File: config.mk
export PLATFORM = sky130hd
export DESIGN_NAME = perf_router
export DESIGN_NICKNAME = d
export VERILOG_FILES = /design/src/rtl/perf_router.sv
export SDC_FILE = /design/constraint.sdc
export NUM_CORES = 1
export LEC_CHECK = 0
export BUFFER_PORTS_ARGS = -buffer_cell sky130_fd_sc_hd__buf_4
export CORE_AREA = 2 2 375 377
export DETAILED_ROUTE_END_ITERATION = 8
export DIE_AREA = 0 0 377 379
export PLACE_DENSITY = 0.3
export SLEW_MARGIN = 20
export SYNTH_ARGS = -nofsm -noshare
export SYNTH_HDL_FRONTEND = slang
export SYNTH_SLANG_ARGS = --single-unit
File: constraint.sdc
create_clock -name clk -period 2.31 [get_ports clk]
set_clock_uncertainty 0.1 [all_clocks]
set_input_delay 0.3465 -clock clk [delete_from_list [all_inputs] [get_ports clk]]
set_output_delay 0.3465 -clock clk [all_outputs]
set_load 0.02 [all_outputs]
File: src/rtl/perf_router.sv
// perf_router: fans one CPU load/store port out to N_CH mapped targets.
// Read return is latency-matched; PERF_ROUTER_ACCESS_CNT_EN adds counters.
module perf_router #(
  parameter int N_CH       = 4,
  parameter int DW         = 64,
  parameter int AW         = 64,
  parameter int RD_LAT     = 1,
  parameter int ADDR_SHIFT = 3,
  parameter int CNT_W      = 32
) (
  input  logic                 clk,
  input  logic                 rst,
  input  logic [DW-1:0]        cpu_din,
  input  logic [AW-1:0]        cpu_ain,
  input  logic                 cpu_wren,
  input  logic                 cpu_rden,
  output logic [DW-1:0]        cpu_dout,
  output logic                 cpu_rvalid,
  output logic                 err,
  output logic [N_CH*DW-1:0]   dout_bus,
  output logic [N_CH*AW-1:0]   aout_bus,
  output logic [N_CH-1:0]      wrout_bus,
`ifdef PERF_ROUTER_ACCESS_CNT_EN
  output logic [N_CH*2*CNT_W-1:0] cnt_bus,
`endif
  input  logic [N_CH*DW-1:0]   din_bus
);

  localparam int SEL_W = (N_CH > 1) ? $clog2(N_CH) : 1;
  localparam int LST   = RD_LAT - 1;

  logic [SEL_W-1:0] w_sel;
  logic             w_map;
  logic [AW-1:0]    w_aword;
  logic [N_CH-1:0]  w_hit;

  assign w_sel   = cpu_ain[AW-1 -: SEL_W];
  assign w_map   = {1'b0, w_sel} < (SEL_W+1)'(N_CH);
  assign w_aword = {{SEL_W{1'b0}}, cpu_ain[AW-SEL_W-1:0]} >> ADDR_SHIFT;

  for (genvar k = 0; k < N_CH; k++) begin : g_req
    assign w_hit[k] = w_map && (w_sel == SEL_W'(k));
    assign dout_bus[k*DW +: DW] = w_hit[k] ? cpu_din : '0;
    assign aout_bus[k*AW +: AW] = w_hit[k] ? w_aword : '0;
    assign wrout_bus[k]         = w_hit[k] & cpu_wren;
  end

  // Each stage remembers which target a load addressed, so the
  // return mux follows the load rather than the current address.
  logic [RD_LAT-1:0]            r_vld;
  logic [RD_LAT-1:0]            r_map;
  logic [RD_LAT-1:0][SEL_W-1:0] r_sel;
  logic                         r_err;

  always_ff @(posedge clk) begin
    if (rst) begin
      r_vld <= '0;
      r_map <= '0;
      r_sel <= '0;
      r_err <= 1'b0;
    end else begin
      r_vld[0] <= cpu_rden;
      r_map[0] <= w_map;
      r_sel[0] <= w_sel;
      for (int i = 1; i < RD_LAT; i++) begin
        r_vld[i] <= r_vld[i-1];
        r_map[i] <= r_map[i-1];
        r_sel[i] <= r_sel[i-1];
      end
      if ((cpu_wren | cpu_rden) && !w_map) begin
        r_err <= 1'b1;
      end
    end
  end

  always_comb begin
    cpu_dout = '0;
    if (r_vld[LST] && r_map[LST]) begin
      for (int k = 0; k < N_CH; k++) begin
        if (r_sel[LST] == SEL_W'(k)) begin
          cpu_dout = din_bus[k*DW +: DW];
        end
      end
    end
  end

  assign cpu_rvalid = r_vld[LST];
  assign err        = r_err;

`ifdef PERF_ROUTER_ACCESS_CNT_EN
  logic [N_CH-1:0][CNT_W-1:0] r_wr_cnt;
  logic [N_CH-1:0][CNT_W-1:0] r_rd_cnt;

  always_ff @(posedge clk) begin
    if (rst) begin
      r_wr_cnt <= '0;
      r_rd_cnt <= '0;
    end else begin
      for (int k = 0; k < N_CH; k++) begin
        if (w_hit[k] && cpu_wren) begin
          r_wr_cnt[k] <= r_wr_cnt[k] + CNT_W'(1);
        end
        if (w_hit[k] && cpu_rden) begin
          r_rd_cnt[k] <= r_rd_cnt[k] + CNT_W'(1);
        end
      end
    end
  end

  for (genvar k = 0; k < N_CH; k++) begin : g_cnt
    assign cnt_bus[k*2*CNT_W +: 2*CNT_W] = {r_rd_cnt[k], r_wr_cnt[k]};
  end
`endif

endmodule

-- After elaboration in Yosys (flattened, before gate mapping)
Index checks and enable logic that the tools add are counted.
- bits in registers: 4
- latch bits: 0
- memory bits (writable): 0
- ROM bits: 0
- input port bits: 388
- output and inout port bits: 582
- word-level logic and storage cells: 30
- memories: 0
- add/sub/neg operators: 0
- $mul: 0
- div/mod/pow operators: 0
- magnitude comparators: 0
- equal/unequal tests: 6
- shift-type cells: 0
- multiplexer cells: 14
- bitwise operators: 4
- reduce and logical (&&, ||, !) cells: 3
- operators with widths (operator ; number):
    64-bit two-way mux ; 9
    59-bit two-way mux ; 4
    2-bit equality test (second input constant) ; 4
    1-bit AND ; 4
    2-bit by 1-bit equality test with 1-bit output (second input constant) ; 2
    2-bit logical NOT ; 2
    1-bit logical AND ; 1
    1-bit two-way mux ; 1

-- Depth between registers and ports, before layout
- word-level depth: 6
- depth in mapped cells: 5
- mapped depth without buffers: 2

-- Worst setup path after synthesis
No wires, ideal clock.
- kind: flip-flop to output port
- start point: reg r_vld, in the netlist cpu_rvalid
- end point: out cpu_dout[10]
- arrival time: 1301 ps
- required time: 1864 ps
- path slack: 563 ps
- stages on the path, launching flop included: 4
- path buffers: 1
- cells stage by stage: dfxtp_1 > nand3_1 > clkbuf_1 > o22ai_1
- word-level cells in the longest chain between the ends: 2
- RTL lines (item ; line ; RTL):
    start: declaration ; 50 ; logic [RD_LAT-1:0] r_vld;
    start signal: indexed assignment ; 66 ; r_vld[i] <= r_vld[i-1];
    1-bit logical AND ; 78 ; if (r_vld[LST] && r_map[LST]) begin
    64-bit two-way mux ; 78 ;
    end: declaration ; 17 ; output logic [DW-1:0] cpu_dout,
Every way passes these cells.

-- Worst setup path in the final report
- start point: reg r_sel[0] (netlist bit)
- end point: out cpu_dout[16]
- word-level cells in the longest chain between the ends: 6
- elaborated cells on any way between the ends: 9
- classes of those cells: 3 x eq/ne; 5 x mux; 1 x reduce/logical
- RTL lines (item ; line ; RTL):
    start: declaration ; 52 ; logic [RD_LAT-1:0][SEL_W-1:0] r_sel;
    start signal: indexed assignment ; 68 ; r_sel[i] <= r_sel[i-1];
    2-bit logical NOT ; 80 ; if (r_sel[LST] == SEL_W'(k)) begin
    64-bit two-way mux (3 in series) ; 80 ;
    64-bit two-way mux (*) ; 80 ;
    64-bit two-way mux (*) ; 78 ;
Every way passes the cells marked *; elsewhere a longest branch is shown, timed or not.

==> qor.json <==
{
  "number_of_global_route_vias_before_repair": 9191,
  "max-vdd-ir-drop_v": 0.0002747,
  "synthesis.instances": 817,
  "critical_path.startpoint": "r_sel[0]$_SDFF_PP0_",
  "cts.htree.levels": 1,
  "crit_end": "cpu_dout[16]",
  "critical-path-top-delay-family": "buffers and inverters",
  "nNetsFinal": 2107,
  "first_pass_grt_wire_length_um": 84680,
  "hold_buffers": 0,
  "cp-start-kind": "register",
  "critPathKind": "register to output port",
  "fp.dieH_um": 379,
  "worstPathCellList": "buf_16 > mux2i_1 > o22ai_1 > buf_4",
  "grt.total_usage_pct": 8.739,
  "grt_max_degree": 70,
  "pre_cts_ws_ns": 0.1307,
  "routed_via_density": 2.654,
  "hold_viol": 0,
  "starting_density_of_the_core_pct": 4.005,
  "std_cell_rows": 137,
  "worst_hold_path.num_cells": 2,
  "critical_path.n_buffers_inverters": 2,
  "syn-cell-area_sq_um": 5560,
  "worst_slack_ns": 0.07668,
  "cp.required_ns": 1.86,
  "outcome": "finished, final reports clean",
  "timing.critical_path.fanout_max": 47,
  "clock_tree_from_tritoncts": "done",
  "layout_worst_path_cycle_share_pct": 96.68,
  "clock-root-buffer": "sky130_fd_sc_hd__clkbuf_16",
  "die_area_sq_um": 142900,
  "post-synth-top-area-cell": "sky130_fd_sc_hd__and2_1",
  "netlist_top_cells_area": "sky130_fd_sc_hd__and2_1 42%, sky130_fd_sc_hd__mux2i_1 23%, sky130_fd_sc_hd__and3_1 14%, sky130_fd_sc_hd__o22ai_1 7.2%, sky130_fd_sc_hd__buf_4 5.7%",
  "end_kind": "output port",
  "area_of_the_core_sq_um": 138800,
  "crit_path_top_delay_cell": "sky130_fd_sc_hd__dfxtp_4",
  "drt-wirelength-per-cell_um": 19.54,
  "syn_avg_cell_area_sq_um": 6.806,
  "place_congestion": 0.7685,
  "synth-warning-count": 0,
  "synth_largest_type_area_fraction_pct": 41.85,
  "routed_wl_um": 69170,
  "synth_seq_area_share_pct": 1.440,
  "cp.arrival_ns": 1.79,
  "share_of_post_route_cells_with_drive_strength_above_1_pct": 58.32,
  "maxSlewViolCount": 0,
  "achievable_clock_frequency_mhz": 447.8,
  "area_growth_pct": 171.6,
  "clkTransAtPathRegs_ns": 0.03,
  "max_cap_violations": 0,
  "die_x_um": 377,
  "power_density_nw_per_um2": 204.7,
  "globalRouteOverflowTotal": 0,
  "cp_num_cells": 4,
  "rsz_0062_raised_after_global_routing": "no",
  "io_pins": 970,
  "cts.sinks": 4,
  "synth_cell_types": 17,
  "cts_max_path_buffers": 2,
  "fin_tns_setup_ns": 0,
  "hold_path.class": "primary input to register",
  "num_vias": 9392,
  "grt_antenna_before_repair": 38,
  "post-dp-hpwl_um": 61520,
  "postSynthRegisterBits": 4,
  "layout_min_cycle_time_ns": 2.233,
  "firstDrtPassIters": 4,
  "timing.final.setup_violations": 0,
  "delay_contributed_by_the_slowest_stage_of_the_critical_path_ns": 0.46,
  "place.port_buffers": 945,
  "p_leak_nw": 7.624,
  "drt_iter0_drc": 309,
  "drc_errors": 0,
  "tritoncts.num_buffers": 3,
  "ant_nets": 0
}
layout by cell type, fill, tap and decap left out, types with 2 or more instances in the layout:
master,n
sky130_fd_sc_hd__and3_1,124
sky130_fd_sc_hd__buf_12,16
sky130_fd_sc_hd__nor2b_4,2
sky130_fd_sc_hd__dfxtp_1,3
sky130_fd_sc_hd__buf_4,973
sky130_fd_sc_hd__conb_1,21
sky130_fd_sc_hd__nor2b_1,3
sky130_fd_sc_hd__mux2i_1,128
sky130_fd_sc_hd__clkbuf_16,3
sky130_fd_sc_hd__and2_1,372
sky130_fd_sc_hd__diode_2,14
sky130_fd_sc_hd__o22ai_1,62
sky130_fd_sc_hd__buf_6,2
power by group:
part | total, mW | leakage, nW | internal (mW) | switching (mW)
Clock | 0.277 | 0.0382 | 0.228 | 0.0492
Combinational | 2.73 | 7.55 | 1.26 | 1.48
Sequential | 0.0813 | 0.0340 | 0.0730 | 0.00829
synthesized netlist by cell type:
| cell | count |
|---|---|
| sky130_fd_sc_hd__and2_1 | 372 |
| sky130_fd_sc_hd__mux2i_1 | 128 |
| sky130_fd_sc_hd__and3_1 | 124 |
| sky130_fd_sc_hd__o22ai_1 | 64 |
| sky130_fd_sc_hd__clkbuf_1 | 55 |
| sky130_fd_sc_hd__buf_4 | 42 |
| sky130_fd_sc_hd__clkbuf_2 | 12 |
| sky130_fd_sc_hd__buf_2 | 5 |
| sky130_fd_sc_hd__dfxtp_1 | 4 |
| sky130_fd_sc_hd__nor2b_1 | 3 |
| sky130_fd_sc_hd__nor2b_4 | 2 |
| sky130_fd_sc_hd__buf_6 | 1 |
| sky130_fd_sc_hd__conb_1 | 1 |
| sky130_fd_sc_hd__inv_1 | 1 |
| sky130_fd_sc_hd__nand3_1 | 1 |
| sky130_fd_sc_hd__nand3b_1 | 1 |
| sky130_fd_sc_hd__nor2_4 | 1 |
kinds of logic after synthesis:
| logic type | after synthesis | share of synthesized area [%] |
|---|---|---|
| compound gates | 64 | 7.201 |
| mux | 128 | 23.04 |
| flops | 4 | 1.440 |
| buf+inv | 116 | 11.18 |
| other cells | 1 | 0.06744 |
| simple gates | 504 | 57.07 |
final cells by class:
class / count / area, sq um
clock buffer: 4 / 78.83
timing repair buffer: 992 / 7675
sequential: 4 / 83.83
antenna: 14 / 35.03
inverter: 1 / 3.754
multi-input combinational: 717 / 4966
tap: 1807 / 2261
fill: 16240 / 123700
worst min-delay path by stage:
| stage | endpoint | start | slack [ns] |
|---|---|---|---|
| 6_report | r_sel[0]$_SDFF_PP0_ | rst | 0.21 |
| 3_5_place_dp | r_sel[0]$_SDFF_PP0_ | rst | 0.45 |
| 4_1_cts | r_sel[0]$_SDFF_PP0_ | rst | 0.21 |
| 3_3_place_gp | r_sel[0]$_SDFF_PP0_ | rst | 0.44 |
| 5_1_grt | r_map$_DFF_P_ | rst | 0.22 |
| 2_1_floorplan | r_map$_DFF_P_ | rst | 0.30 |
sequential cells by signal, summed over array words and instances (netlist names):
| signal | count |
|---|---|
| r_map | 1 |
| r_sel | 2 |
| cpu_rvalid | 1 |
per-layer routing:
metal | global-route usage (%) | vias up | routed length [um]
li1 | - | 4537 | -
met1 | 8.865 | 4254 | 23580
met2 | 16.28 | 497 | 35800
met3 | 3.792 | 68 | 7645
met4 | 2.136 | 36 | 1930
met5 | 0 | - | 212
through the flow:
step	std cells	hold slack [ns]	total power [mW]	utilization [%]	instance area (sq um)
after floorplan	837	0.3030	1.245	-	5635
after global placement	3520	0.4437	2.900	10.77	14950
after detailed placement	3520	0.4462	2.882	10.77	14950
after CTS	3524	0.2112	3.171	10.84	15050
after global routing	3525	0.2198	3.295	10.85	15070
final	3539	0.2089	3.091	10.88	15100
timing repair:
item | in CTS | in global routing
setup buffers | 0 | 1
endpoints found under the setup margin | 2 | 3
gates resized for setup | 4 | 2
gates cloned | 0 | 0
endpoints found under the hold margin | 0 | 0
pin swaps | 0 | 1
No activity file was read; power rests on OpenSTA's default activity.
